## config.mk

```make
export PLATFORM = sky130hd
export DESIGN_NAME = f16_dot_seq
export DESIGN_NICKNAME = d
export VERILOG_FILES = /design/src/rtl/f16_dot_seq.sv
export SDC_FILE = /design/constraint.sdc
export NUM_CORES = 1
export LEC_CHECK = 0
export CAP_MARGIN = 20
export CORE_MARGIN = 10
export CORE_UTILIZATION = 44
export DETAILED_ROUTE_END_ITERATION = 10
export GPL_TIMING_DRIVEN = 0
export PLACE_DENSITY = 0.85
export SLEW_MARGIN = 25
export SYNTH_ARGS = -nofsm -noshare
export SYNTH_HDL_FRONTEND = slang
export SYNTH_SLANG_ARGS = --single-unit
export TNS_END_PERCENT = 50
```

## constraint.sdc

```tcl
create_clock -name clk -period 2.9 [get_ports clk]
set_clock_uncertainty 0.1 [all_clocks]
set_input_delay 0.58 -clock clk [delete_from_list [all_inputs] [get_ports clk]]
set_output_delay 0.58 -clock clk [all_outputs]
set_load 0.02 [all_outputs]
```

## src/rtl/f16_dot_seq.sv

```systemverilog
// Sequencer for an external combinational FP16 multiply-accumulate unit.
// Streams (x, y) pairs into the FMAC with z = running accumulator and returns one dot product per start.
module f16_dot_seq #(
  parameter int unsigned MAX_LEN = 16,
  parameter int unsigned LEN_W   = 5
) (
  input  logic             clk,
  input  logic             rst_n,
  input  logic             start,
  input  logic [LEN_W-1:0] len,
  input  logic [15:0]      acc_init,
  input  logic             in_valid,
  output logic             in_ready,
  input  logic [15:0]      in_x,
  input  logic [15:0]      in_y,
  output logic [15:0]      fmac_x,
  output logic [15:0]      fmac_y,
  output logic [15:0]      fmac_z,
  input  logic [15:0]      fmac_result,
  output logic             busy,
  output logic             out_valid,
  input  logic             out_ready,
  output logic [15:0]      out_data,
  output logic             err_len
);

  typedef enum logic [1:0] {
    IDLE  = 2'd0,
    FETCH = 2'd1,
    EXEC  = 2'd2,
    DONE  = 2'd3
  } state_t;

  state_t           state_q, state_d;
  logic [15:0]      acc_q, acc_d;
  logic [LEN_W-1:0] cnt_q, cnt_d;
  logic [15:0]      x_q, x_d, y_q, y_d, z_q, z_d;
  logic             err_q, err_d;
  logic             len_ok_c;

  assign len_ok_c = (len != '0) && (len <= LEN_W'(MAX_LEN));

  // State and datapath registers.
  always_ff @(posedge clk or negedge rst_n) begin
    if (!rst_n) begin
      state_q <= IDLE;
      acc_q   <= '0;
      cnt_q   <= '0;
      x_q     <= '0;
      y_q     <= '0;
      z_q     <= '0;
      err_q   <= 1'b0;
    end else begin
      state_q <= state_d;
      acc_q   <= acc_d;
      cnt_q   <= cnt_d;
      x_q     <= x_d;
      y_q     <= y_d;
      z_q     <= z_d;
      err_q   <= err_d;
    end
  end

  // Next-state and datapath updates.
  always_comb begin
    state_d = state_q;
    acc_d   = acc_q;
    cnt_d   = cnt_q;
    x_d     = x_q;
    y_d     = y_q;
    z_d     = z_q;
    err_d   = 1'b0;
    case (state_q)
      IDLE: begin
        if (start) begin
          if (len_ok_c) begin
            acc_d   = acc_init;
            cnt_d   = len;
            state_d = FETCH;
          end else begin
            err_d = 1'b1;
          end
        end
      end
      FETCH: begin
        if (in_valid) begin
          x_d     = in_x;
          y_d     = in_y;
          z_d     = acc_q;
          state_d = EXEC;
        end
      end
      EXEC: begin
        acc_d   = fmac_result;
        cnt_d   = cnt_q - LEN_W'(1);
        state_d = (cnt_q == LEN_W'(1)) ? DONE : FETCH;
      end
      DONE: begin
        if (out_ready) state_d = IDLE;
      end
      default: state_d = IDLE;
    endcase
  end

  // Handshake flags decode only the registered state.
  assign in_ready  = (state_q == FETCH);
  assign busy      = (state_q != IDLE);
  assign out_valid = (state_q == DONE);
  assign out_data  = acc_q;
  assign err_len   = err_q;
  assign fmac_x    = x_q;
  assign fmac_y    = y_q;
  assign fmac_z    = z_q;

endmodule

```

## After elaboration in Yosys (flattened, before gate mapping)

Cells that the tools add are included.

- Flip-flop bits (word level): 72
- Bits in latches: 0
- Logic and storage cells: 40
- Input bits: 74
- Bits in read-only memories: 0
- Memories kept: 0
- Memory bits (writable): 0

- Div/mod/pow operators: 0
- Shift-type cells: 0
- Reduce and logical (&&, ||, !) cells: 8
- $lt $le $gt $ge: 1
- Add/subtract/negate cells: 1
- Bitwise gates (word level): 0
- Eq/ne operators: 8
- Multiplexer cells: 15
- $mul: 0

Operator list:

| kind | number |
|---|---|
| 16-bit 2-to-1 mux | 2 |
| 16-bit one-hot mux with 2 select lines | 1 |
| 2-bit 2-to-1 mux | 5 |
| 5-bit 2-to-1 mux | 2 |
| 5-bit one-hot mux with 2 select lines | 1 |
| 2-bit one-hot mux with 4 select lines | 1 |
| 2-bit != test (second input constant) | 3 |
| 5-bit by 1-bit equality test with 1-bit output (second input constant) | 1 |
| 5-bit <= comparator (second input constant) | 1 |
| 5-bit nonzero test | 1 |
| 5-bit by 1-bit subtractor with 5-bit output (second input constant) | 1 |
| 2-bit equality test (second input constant) | 2 |
| 4-bit AND reduction | 1 |
| 2-bit nonzero test | 2 |
| 1-bit 2-to-1 mux | 3 |
| 3-bit AND reduction | 1 |
| 2-bit by 1-bit equality test with 1-bit output (second input constant) | 1 |
| 2-bit logical NOT | 1 |
| 2-bit by 1-bit != test with 1-bit output (second input constant) | 1 |
| 2-bit AND reduction | 1 |
| 1-bit logical AND | 1 |

## Longest topological paths before layout

Gate-level depths: netlist of the first run.

- Depth in word-level cells: 5
- Depth in mapped cells: 6
- Gate-level depth less buffers: 5

## Least setup slack after synthesis of the first run

Ideal clock, no wire load.

- Path type: in2reg
- Start: in len[1]
- End: reg acc_q[0], in the netlist out_data[0]
- Setup slack: 913 ps
- Stages: 5
- Arrival: 1762 ps
- Library setup time: 125 ps
- Data required time: 2675 ps
- Path buffers: 1
- Path through: nor4_4 -> xnor2_1 -> a31oi_4 -> buf_6 -> mux2_2

- Cells in the longest elaborated chain, start to end: 4
- Elaborated cells between the ends (all ways): 5
- Those cells by class: 1 x order compare; 1 x eq/ne; 3 x reduce/logical

RTL lines:

| element | RTL line | RTL |
|---|---|---|
| start: declaration | 10 | `input logic [LEN_W-1:0] len,` |
| 5-bit <= comparator / 5-bit nonzero test (equally long branches) | 41 | `assign len_ok_c = (len != '0) && (len <= LEN_W'(MAX_LEN));` |
| 1-bit logical AND * | 41 |  |
| 2-bit != test (no line) * | -- |  |
| 3-bit AND reduction (no line) * | -- |  |
| end signal: assignment | 47 | `acc_q <= '0;` |
| end signal: assignment | 55 | `acc_q <= acc_d;` |
| end: declaration | 35 | `logic [15:0] acc_q, acc_d;` |

Every way passes the cells marked *; elsewhere a longest branch is shown, timed or not.
A chain may end at the register's enable or synchronous reset.

## Worst setup path in the final report of the first run

- Start: reg state_q[0]
- End: out in_ready

- Cells in the longest elaborated chain, start to end: 1

RTL lines:

| element | RTL line | RTL |
|---|---|---|
| start: declaration | 34 | `state_t state_q, state_d;` |
| start signal: assignment | 54 | `state_q <= state_d;` |
| 2-bit by 1-bit equality test with 1-bit output | 106 | `assign in_ready = (state_q == FETCH);` |
| end: declaration | 13 | `output logic in_ready,` |

No other way between the ends.

==> results.yml, run 1 <==
critical_path:
  startpoint_type: "flip-flop"
  crit_type: "reg -> out"
  cpMaxStageDelayCell: "clkdlybuf4s50_1"
  crit_chain: "inv_1 -> nor2_1 -> clkdlybuf4s50_1"
  cp_max_fo: 7
  path_delay_family: "buffers and inverters"
  setup.worst_path.end_class: "output pin"
  timing.critical_path.buf_inv: 2
  r2r_cells: 6
  slowest_delay_ns: 0.64
  crit_required_ns: 2.22
  arrival_ns: 1.75
  cp.depth: 3
finish:
  layout_commonest_cell: "clkdlybuf4s50_1"
  final_cell_mix: "140 x clkdlybuf4s50_1, 72 x dfrtp_1, 64 x mux2_2"
  drive_above_1_share_pct: 22.61
  fin_area_sq_um: 4835
  nNetsFinal: 469
  layout.core_utilization_pct: 71.16
  nFillCells: 527
  multi_input_area_sq_um: 1187
  syn_to_final_growth_pct: 57.27
  antennaDiodeCount: 0
  regArea_sq_um: 1802
global_routing:
  grtUsageMet3_pct: 6.258
  grt_max_degree: 39
  met1_usage_pct: 18.12
  antenna_found_initial: 0
  grt-busiest-layer: "met2"
  overflow: 0
  grt_pass1_vias: 2669
  grt_first_pass_wirelength_um: 14220
  grtUsageTotal_pct: 16.46
  grtUsageMet2_pct: 27.88
yosys:
  syn_area_sq_um: 3074
  yosysTopAreaCellShare_pct: 58.61
  synth_area_per_cell_sq_um: 12.81
  yosysUniqueCellTypes: 30
  synth-warning-count: 0
  yosysTopAreaCell: "dfrtp_1"
  seq_area_frac_synth_pct: 58.61
  ys_top_cells_by_area: "dfrtp_1 59%, mux2_2 23%, nand2_1 6.2%"
  ys_ff_latch: 72
  syn_nets: 316
  postSynthCellCount: 240
cts:
  ctsResizeCount: 0
  cts_tree: "yes"
  postCtsHoldBufs: 0
  clk_pin_slew_ns: 0.07
  cts_buffers: 9
  clock_sinks: 72
  postCtsSetupBuffers: 0
  insertion_delay_ns: 0.34
  htree_levels: 3
  cts.path.max_buffers: 2
  cts_root_buf: "clkbuf_8"
routing:
  drc: 0
  ant_nets: 0
  drtPass1Iterations: 4
  vias: 2400
  wire_per_inst_um: 17.67
  via_per_inst: 4.858
  drt_iter0_drc: 45
  drt_wl_total_um: 8728
die:
  rows: 30
  ioPinCount: 142
  die-area_sq_um: 10730
  initial_core_util_pct: 45.25
  core_region_area_sq_um: 6794
  die_h_um: 103.6
  fp.dieW_um: 103.6
sta:
  hold_violations: 0
  setup_viol: 0
  finalMaxSlewViolations: 0
  period_share_pct: 83.71
  period_needed_ns: 2.428
  fmaxAchievable_ghz: 0.4119
  slew_headroom_pct: 61.65
  rsz0062_at_grt: "false"
  tightest_slew_ns: 0.5752
hold_path:
  hold_class: "in -> async"
placement:
  io_buffers: 141
  gp_congestion: 0.7677
  postPlaceCellArea_sq_um: 4623
  hpwl_um: 6773
power:
  max-vdd-ir-drop_mv: 0.5753
  power_density_nw_per_um2: 1164
  leakagePower_nw: 2.098
status:
  status: "finished, final reports clean"
run:
  cap_violations: 0
## sequential cells by signal, summed over array words and instances, names as in the netlist
signal	count
state_q	2
out_data	16
fmac_z	16
fmac_x	16
err_len	1
fmac_y	16
cnt_q	5
## layout make-up
class                   instances  share of cell area, %
well taps                      96                  2.484
clock inverters                 6                  1.734
repair buffers                142                  29.55
clock buffers                  10                  2.640
flip-flops and latches         72                  37.27
inverters                       6                 0.4658
plain buffers                  11                  1.294
multi-input cells             151                  24.56
## where the power goes
group / leakage [nW] / switching [mW] / internal [mW]
Clock: 0.110 / 0.371 / 0.482
Sequential: 0.854 / 0.297 / 1.52
Combinational: 1.13 / 1.40 / 1.56
Total: 2.10 / 2.07 / 3.56
## metal layers
| layer | vias up | share of wire (%) |
|---|---|---|
| li1 | 1133 | - |
| met1 | 1161 | 41 |
| met2 | 94 | 49 |
| met3 | 12 | 7.8 |
| met4 | 0 | 1.7 |
| met5 | - | 0 |
## cells in the mapped netlist (all sizes together)
| library cell | instances |
|---|---|
| a31oi | 1 |
| o2bb2ai | 1 |
| buf | 7 |
| o32ai | 1 |
| a2bb2oi | 1 |
| and2 | 1 |
| o21ai | 1 |
| a22oi | 2 |
| nand2b | 1 |
| inv | 6 |
| nand2 | 51 |
| a221o | 1 |
| a21o | 1 |
| o211ai | 1 |
| clkbuf | 4 |
| and4 | 1 |
| xnor2 | 1 |
| o221ai | 1 |
| nor2 | 7 |
| nand3 | 2 |
| nor4 | 3 |
| and3 | 2 |
| ha | 2 |
| nor2b | 1 |
| mux2 | 64 |
| dfrtp | 72 |
| mux2i | 2 |
| a21oi | 2 |
## logic make-up (layout without fill, tap and decap cells)
kind of cell | Yosys count | count (layout) | synth area share, %
flops | 72 | 72 | 58.61
simple gates | 69 | 69 | 9.809
mux | 66 | 66 | 24.09
buf+inv | 17 | 175 | 2.767
compound gates | 13 | 13 | 3.622
fa+ha+maj | 2 | 2 | 0.8139
xor+xnor | 1 | 1 | 0.2850
## per-stage QoR
step / hold slack [ns] / TNS [ns] / std cells / power, mW / setup WS (ns)
2_1_floorplan: 0.1844 / 0 / 240 / 3.415 / 0.9132
3_3_place_gp: 0.3845 / -94.29 / 477 / 4.744 / -1.314
3_5_place_dp: 0.3917 / 0 / 478 / 4.843 / 0.2648
4_1_cts: 0.08212 / 0 / 494 / 5.712 / 0.4452
5_1_grt: 0.09620 / 0 / 494 / 5.969 / 0.3667
6_report: 0.08017 / 0 / 494 / 5.629 / 0.4723
## final timing paths
kind	startpoint	to	slack [ns]
setup / recovery	state_q[0]	in_ready	0.47
hold / removal	rst_n	fmac_x[9]	0.08
setup reg to reg	state_q[1]	out_data[4]	0.95
hold reg to reg	fmac_y[12]	fmac_y[12]	0.40
max in group asynchronous	rst_n	out_data[8]	2.06
min in group clk	fmac_y[12]	fmac_y[12]	0.40
Note: power is estimated with default switching activity, not from simulation.
==> run 2, diff against run 1 <==
- CORE_UTILIZATION: 44 -> 37
- PLACE_DENSITY: 0.85 -> 0.76
- clock period: 2.9 -> 2.1 ns (I/O delays scaled with it)
==> run 2 against run 1 <==
- via count rose by 1.5%
- die area up 15%
- flip-flop and latch count is the same
- critical path type unchanged
- clock-buffer cell count unchanged
- total power is 38% higher
- final cell count is 3.8% higher
- critical path depth unchanged
- wire length fell by 0.46%
==> results.yml, run 2 (synthesized netlist as in run 1, its figures left out) <==
finish:
  nNetsFinal: 480
  nFillCells: 672
  antennaDiodeCount: 0
  drive_above_1_share_pct: 25.25
  layout_commonest_cell: "clkdlybuf4s50_1"
  fin_area_sq_um: 4945
  multi_input_area_sq_um: 1195
  regArea_sq_um: 1802
  final_cell_mix: "134 x clkdlybuf4s50_1, 72 x dfrtp_1, 64 x mux2_2"
  syn_to_final_growth_pct: 60.85
global_routing:
  grtUsageMet2_pct: 22.48
  grt_max_degree: 42
  grtUsageTotal_pct: 13.59
  grtUsageMet3_pct: 5.736
  antenna_found_initial: 0
  grt_pass1_vias: 2582
  grt_first_pass_wirelength_um: 13750
  met1_usage_pct: 15.53
  grt-busiest-layer: "met2"
  overflow: 0
hold_path:
  whs_path_depth: 3
  hold_class: "in -> reg"
  hold_end: "cnt_q[1]"
  worstHoldStart: "len[1]"
die:
  rows: 33
  initial_core_util_pct: 37.79
  core_region_area_sq_um: 8134
  die-area_sq_um: 12350
  die_h_um: 111.2
  ioPinCount: 142
  fp.dieW_um: 111.2
critical_path:
  startpoint_type: "flip-flop"
  worstReg2RegEnd: "out_data[7]"
  cp_max_fo: 7
  regToRegStartpoint: "state_q[1]"
  setup.worst_path.end_class: "output pin"
  r2r_cells: 6
  arrival_ns: 1.51
  r2r_slack_ns: 0.24
  crit_required_ns: 1.58
  crit_type: "reg -> out"
sta:
  finalMaxSlewViolations: 0
  setup_viol: 0
  period_needed_ns: 2.028
  hold_violations: 0
  fmaxAchievable_ghz: 0.4930
  tightest_slew_ns: 0.5547
  slew_headroom_pct: 63.02
  tns_ns: 0
  period_share_pct: 96.59
cts:
  clock_sinks: 72
  cts.path.max_buffers: 2
  insertion_delay_ns: 0.33
  cts_root_buf: "clkbuf_8"
  clk_pin_slew_ns: 0.07
  cts_tree: "yes"
  cts_buffers: 9
  htree_levels: 3
run:
  cap_violations: 0
routing:
  drtPass1Iterations: 4
  drt_iter0_drc: 61
  via_per_inst: 4.747
  drt_wl_total_um: 8688
  wire_per_inst_um: 16.94
  drc: 0
  vias: 2435
  ant_nets: 0
power:
  power_density_nw_per_um2: 1569
  leakagePower_nw: 2.180
  max-vdd-ir-drop_mv: 0.7723
placement:
  postPlaceCellArea_sq_um: 4634
  hpwl_um: 6686
  io_buffers: 141
  gp_congestion: 0.7678
status:
  status: "finished, final reports clean"
[run 2: what timing repair did]
item	4_1_cts	5_1_grt
endpoints found under the setup margin	20	18
pin swaps	1	3
buffers inserted	1	8
hold endpoints to repair	40	0
gates resized for setup	4	9
hold buffers	1	0
gates cloned	0	1
[run 2: worst max-delay path: stages, from the launching register on]
cell and delay, ns:
dfrtp_1 0.45, inv_1 0.17, nor2_1 0.17, dlygate4sd2_1 0.38
[run 2: stage by stage]
step           instances  util, %  worst slack (ns)  hold slack [ns]  total power [mW]
3_5_place_dp         487    56.98           -0.4207           0.3414             6.676
4_1_cts              504    59.64           0.01528           0.4092             7.757
6_report             513    60.79           0.07169           0.3884             7.757
5_1_grt              513    60.79          -0.02008           0.4120             8.236
3_3_place_gp         486    56.76            -2.017           0.3856             6.571
2_1_floorplan        240        -            0.2732          0.02441             4.716
[run 2: how the worst max path moves through the flow]
stage	slack, ns	startpoint	cells after the start	end
global placement	-2.02	rst_n	1	cnt_q[4]
floorplan	0.27	len[1]	5	out_data[0]
finish	0.07	state_q[0]	3	out_valid
global route	-0.02	state_q[0]	3	out_valid
CTS	0.02	len[2]	6	out_data[0]
detailed placement	-0.42	len[1]	6	out_data[0]
[run 2: area by class of cell]
class | instances | share of cell area [%]
Buffer | 11 | 1.366
Clock buffer | 10 | 2.783
Clock inverter | 5 | 1.164
Inverter | 6 | 0.4555
Multi-Input combinational cell | 151 | 24.17
Sequential cell | 72 | 36.44
Tap cell | 105 | 2.657
Timing Repair Buffer | 153 | 30.97
[run 2: where the power goes]
| part | internal, mW | total, mW | switching, mW |
|---|---|---|---|
| clock network | 0.572 | 1.07 | 0.499 |
| logic | 2.22 | 4.18 | 1.96 |
| registers | 2.10 | 2.50 | 0.402 |
[run 2: metal layers]
metal | vias to the layer above | part of all wire [%]
met1 | 1186 | 41
met5 | - | 0
met3 | 8 | 8.3
met2 | 90 | 50
met4 | 0 | 1.2
li1 | 1151 | -
==> run 3, diff against run 2 <==
- SKIP_CTS_REPAIR_TIMING: unset -> 1
==> run 3 against run 2 <==
- the flow now finishes with violations (negative hold slack)
- critical path depth down 2
- die area unchanged
- utilization down 0.54 points
- critical endpoint is now out_data[15]
- register-to-register slack better by 0.02 ns
- final cell count down 1.6%
- sequential power about the same
- clock power about the same
- maximum frequency up 7.7%
- non-clock buffer count down 8
- first-iteration DRC count down 3.3%
==> results.yml, run 3 (synthesized netlist as in run 1, its figures left out) <==
status:
  status: "finished, violations left"
  violations: "negative hold slack"
sta:
  period_share_pct: 89.64
  finalMaxSlewViolations: 0
  tns_ns: 0
  period_needed_ns: 1.882
  slew_headroom_pct: 62.85
  tightest_slew_ns: 0.5572
  holdWs_ns: -0.03678
  fmaxAchievable_ghz: 0.5312
  hold_violations: 40
  setup_viol: 0
  rsz0062_at_grt: "false"
cts:
  cts.path.max_buffers: 2
  cts_root_buf: "clkbuf_8"
  insertion_delay_ns: 0.33
  htree_levels: 3
  cts_tree: "yes"
  clk_pin_slew_ns: 0.07
  clock_sinks: 72
  cts_buffers: 9
run:
  cap_violations: 0
finish:
  syn_to_final_growth_pct: 59.42
  drive_above_1_share_pct: 24.25
  antennaDiodeCount: 0
  layout_commonest_cell: "clkdlybuf4s50_1"
  fin_area_sq_um: 4901
  final_cell_mix: "133 x clkdlybuf4s50_1, 71 x dfrtp_1, 64 x mux2_2"
  layout.core_utilization_pct: 60.25
  nNetsFinal: 472
  stdcell_count: 505
power:
  power_density_nw_per_um2: 1572
  report.power.total_mw: 7.704
  leakagePower_nw: 2.178
  max-vdd-ir-drop_mv: 0.7724
placement:
  hpwl_um: 6686
  gp_congestion: 0.7678
  dp.cells: 487
  postPlaceCellArea_sq_um: 4634
  io_buffers: 141
routing:
  vias: 2397
  wire_per_inst_um: 16.92
  ant_nets: 0
  via_per_inst: 4.747
  drt_wl_total_um: 8545
  drtPass1Iterations: 4
  drt_iter0_drc: 59
  drc: 0
global_routing:
  met1_usage_pct: 15.51
  grtUsageMet3_pct: 5.682
  grt-busiest-layer: "met2"
  antenna_found_initial: 0
  grt_max_degree: 42
  grt_pass1_vias: 2577
  grtUsageTotal_pct: 13.57
  grt_first_pass_wirelength_um: 13720
  overflow: 0
  grtUsageMet2_pct: 22.44
critical_path:
  cp_max_fo: 3
  worstReg2RegEnd: "out_data[9]"
  timing.critical_path.buf_inv: 1
  startpoint_type: "flip-flop"
  r2r_cells: 5
  setup.worst_path.end_class: "output pin"
  crit_type: "reg -> out"
  crit_required_ns: 1.58
  regToRegStartpoint: "state_q[1]"
  slowest_delay_ns: 0.64
  r2r_slack_ns: 0.26
  cpMaxStageDelayCell: "clkdlybuf4s50_1"
  path_delay_family: "buffers and inverters"
  arrival_ns: 1.36
  crit_chain: "clkdlybuf4s50_1"
  critPathLaunch: "out_data[15]"
die:
  rows: 33
  initial_core_util_pct: 37.79
  die_h_um: 111.2
  die-area_sq_um: 12350
  core_region_area_sq_um: 8134
  fp.dieW_um: 111.2
  ioPinCount: 142
hold_path:
  hold_class: "in -> async"
## run 3: per-stage QoR
step | hold WS, ns | setup WS (ns)
global route | 0.003745 | 0.1194
global placement | 0.3856 | -2.017
CTS | -0.03802 | -0.2212
finish | -0.03678 | 0.2175
detailed placement | 0.3414 | -0.4207
floorplan | 0.02441 | 0.2732
## run 3: final cells by class
class / count / area (sq um)
fill: 679 / 3233
sequential: 72 / 1803
buffer: 11 / 67.56
tap: 105 / 131.4
clock buffer: 10 / 137.6
multi-input combinational: 151 / 1195
clock inverter: 5 / 57.56
inverter: 6 / 22.52
timing repair buffer: 145 / 1486
## run 3: per-layer routing
metal  share of wire [%]  vias to the layer above  routed length [um]
met3                 8.7                        8                 741
met5                   0                        -                   0
met4                 1.2                        0                 102
met1                  40                     1155                3457
met2                  50                       96                4244
li1                    -                     1138                   -
## run 3: how the worst max path moves through the flow
stage	to	slack, ns	depth (start not counted)
6_report	out_data[15]	0.22	1
5_1_grt	cnt_q[3]	0.12	5
4_1_cts	in_ready	-0.22	3
3_5_place_dp	out_data[0]	-0.42	6
3_3_place_gp	cnt_q[4]	-2.02	1
2_1_floorplan	out_data[0]	0.27	5
## run 3: power breakdown
group	switching (mW)	leakage (nW)	internal, mW
clock	0.500	0.0904	0.572
combinational	1.94	1.23	2.19
sequential	0.405	0.853	2.10
total	2.84	2.18	4.86
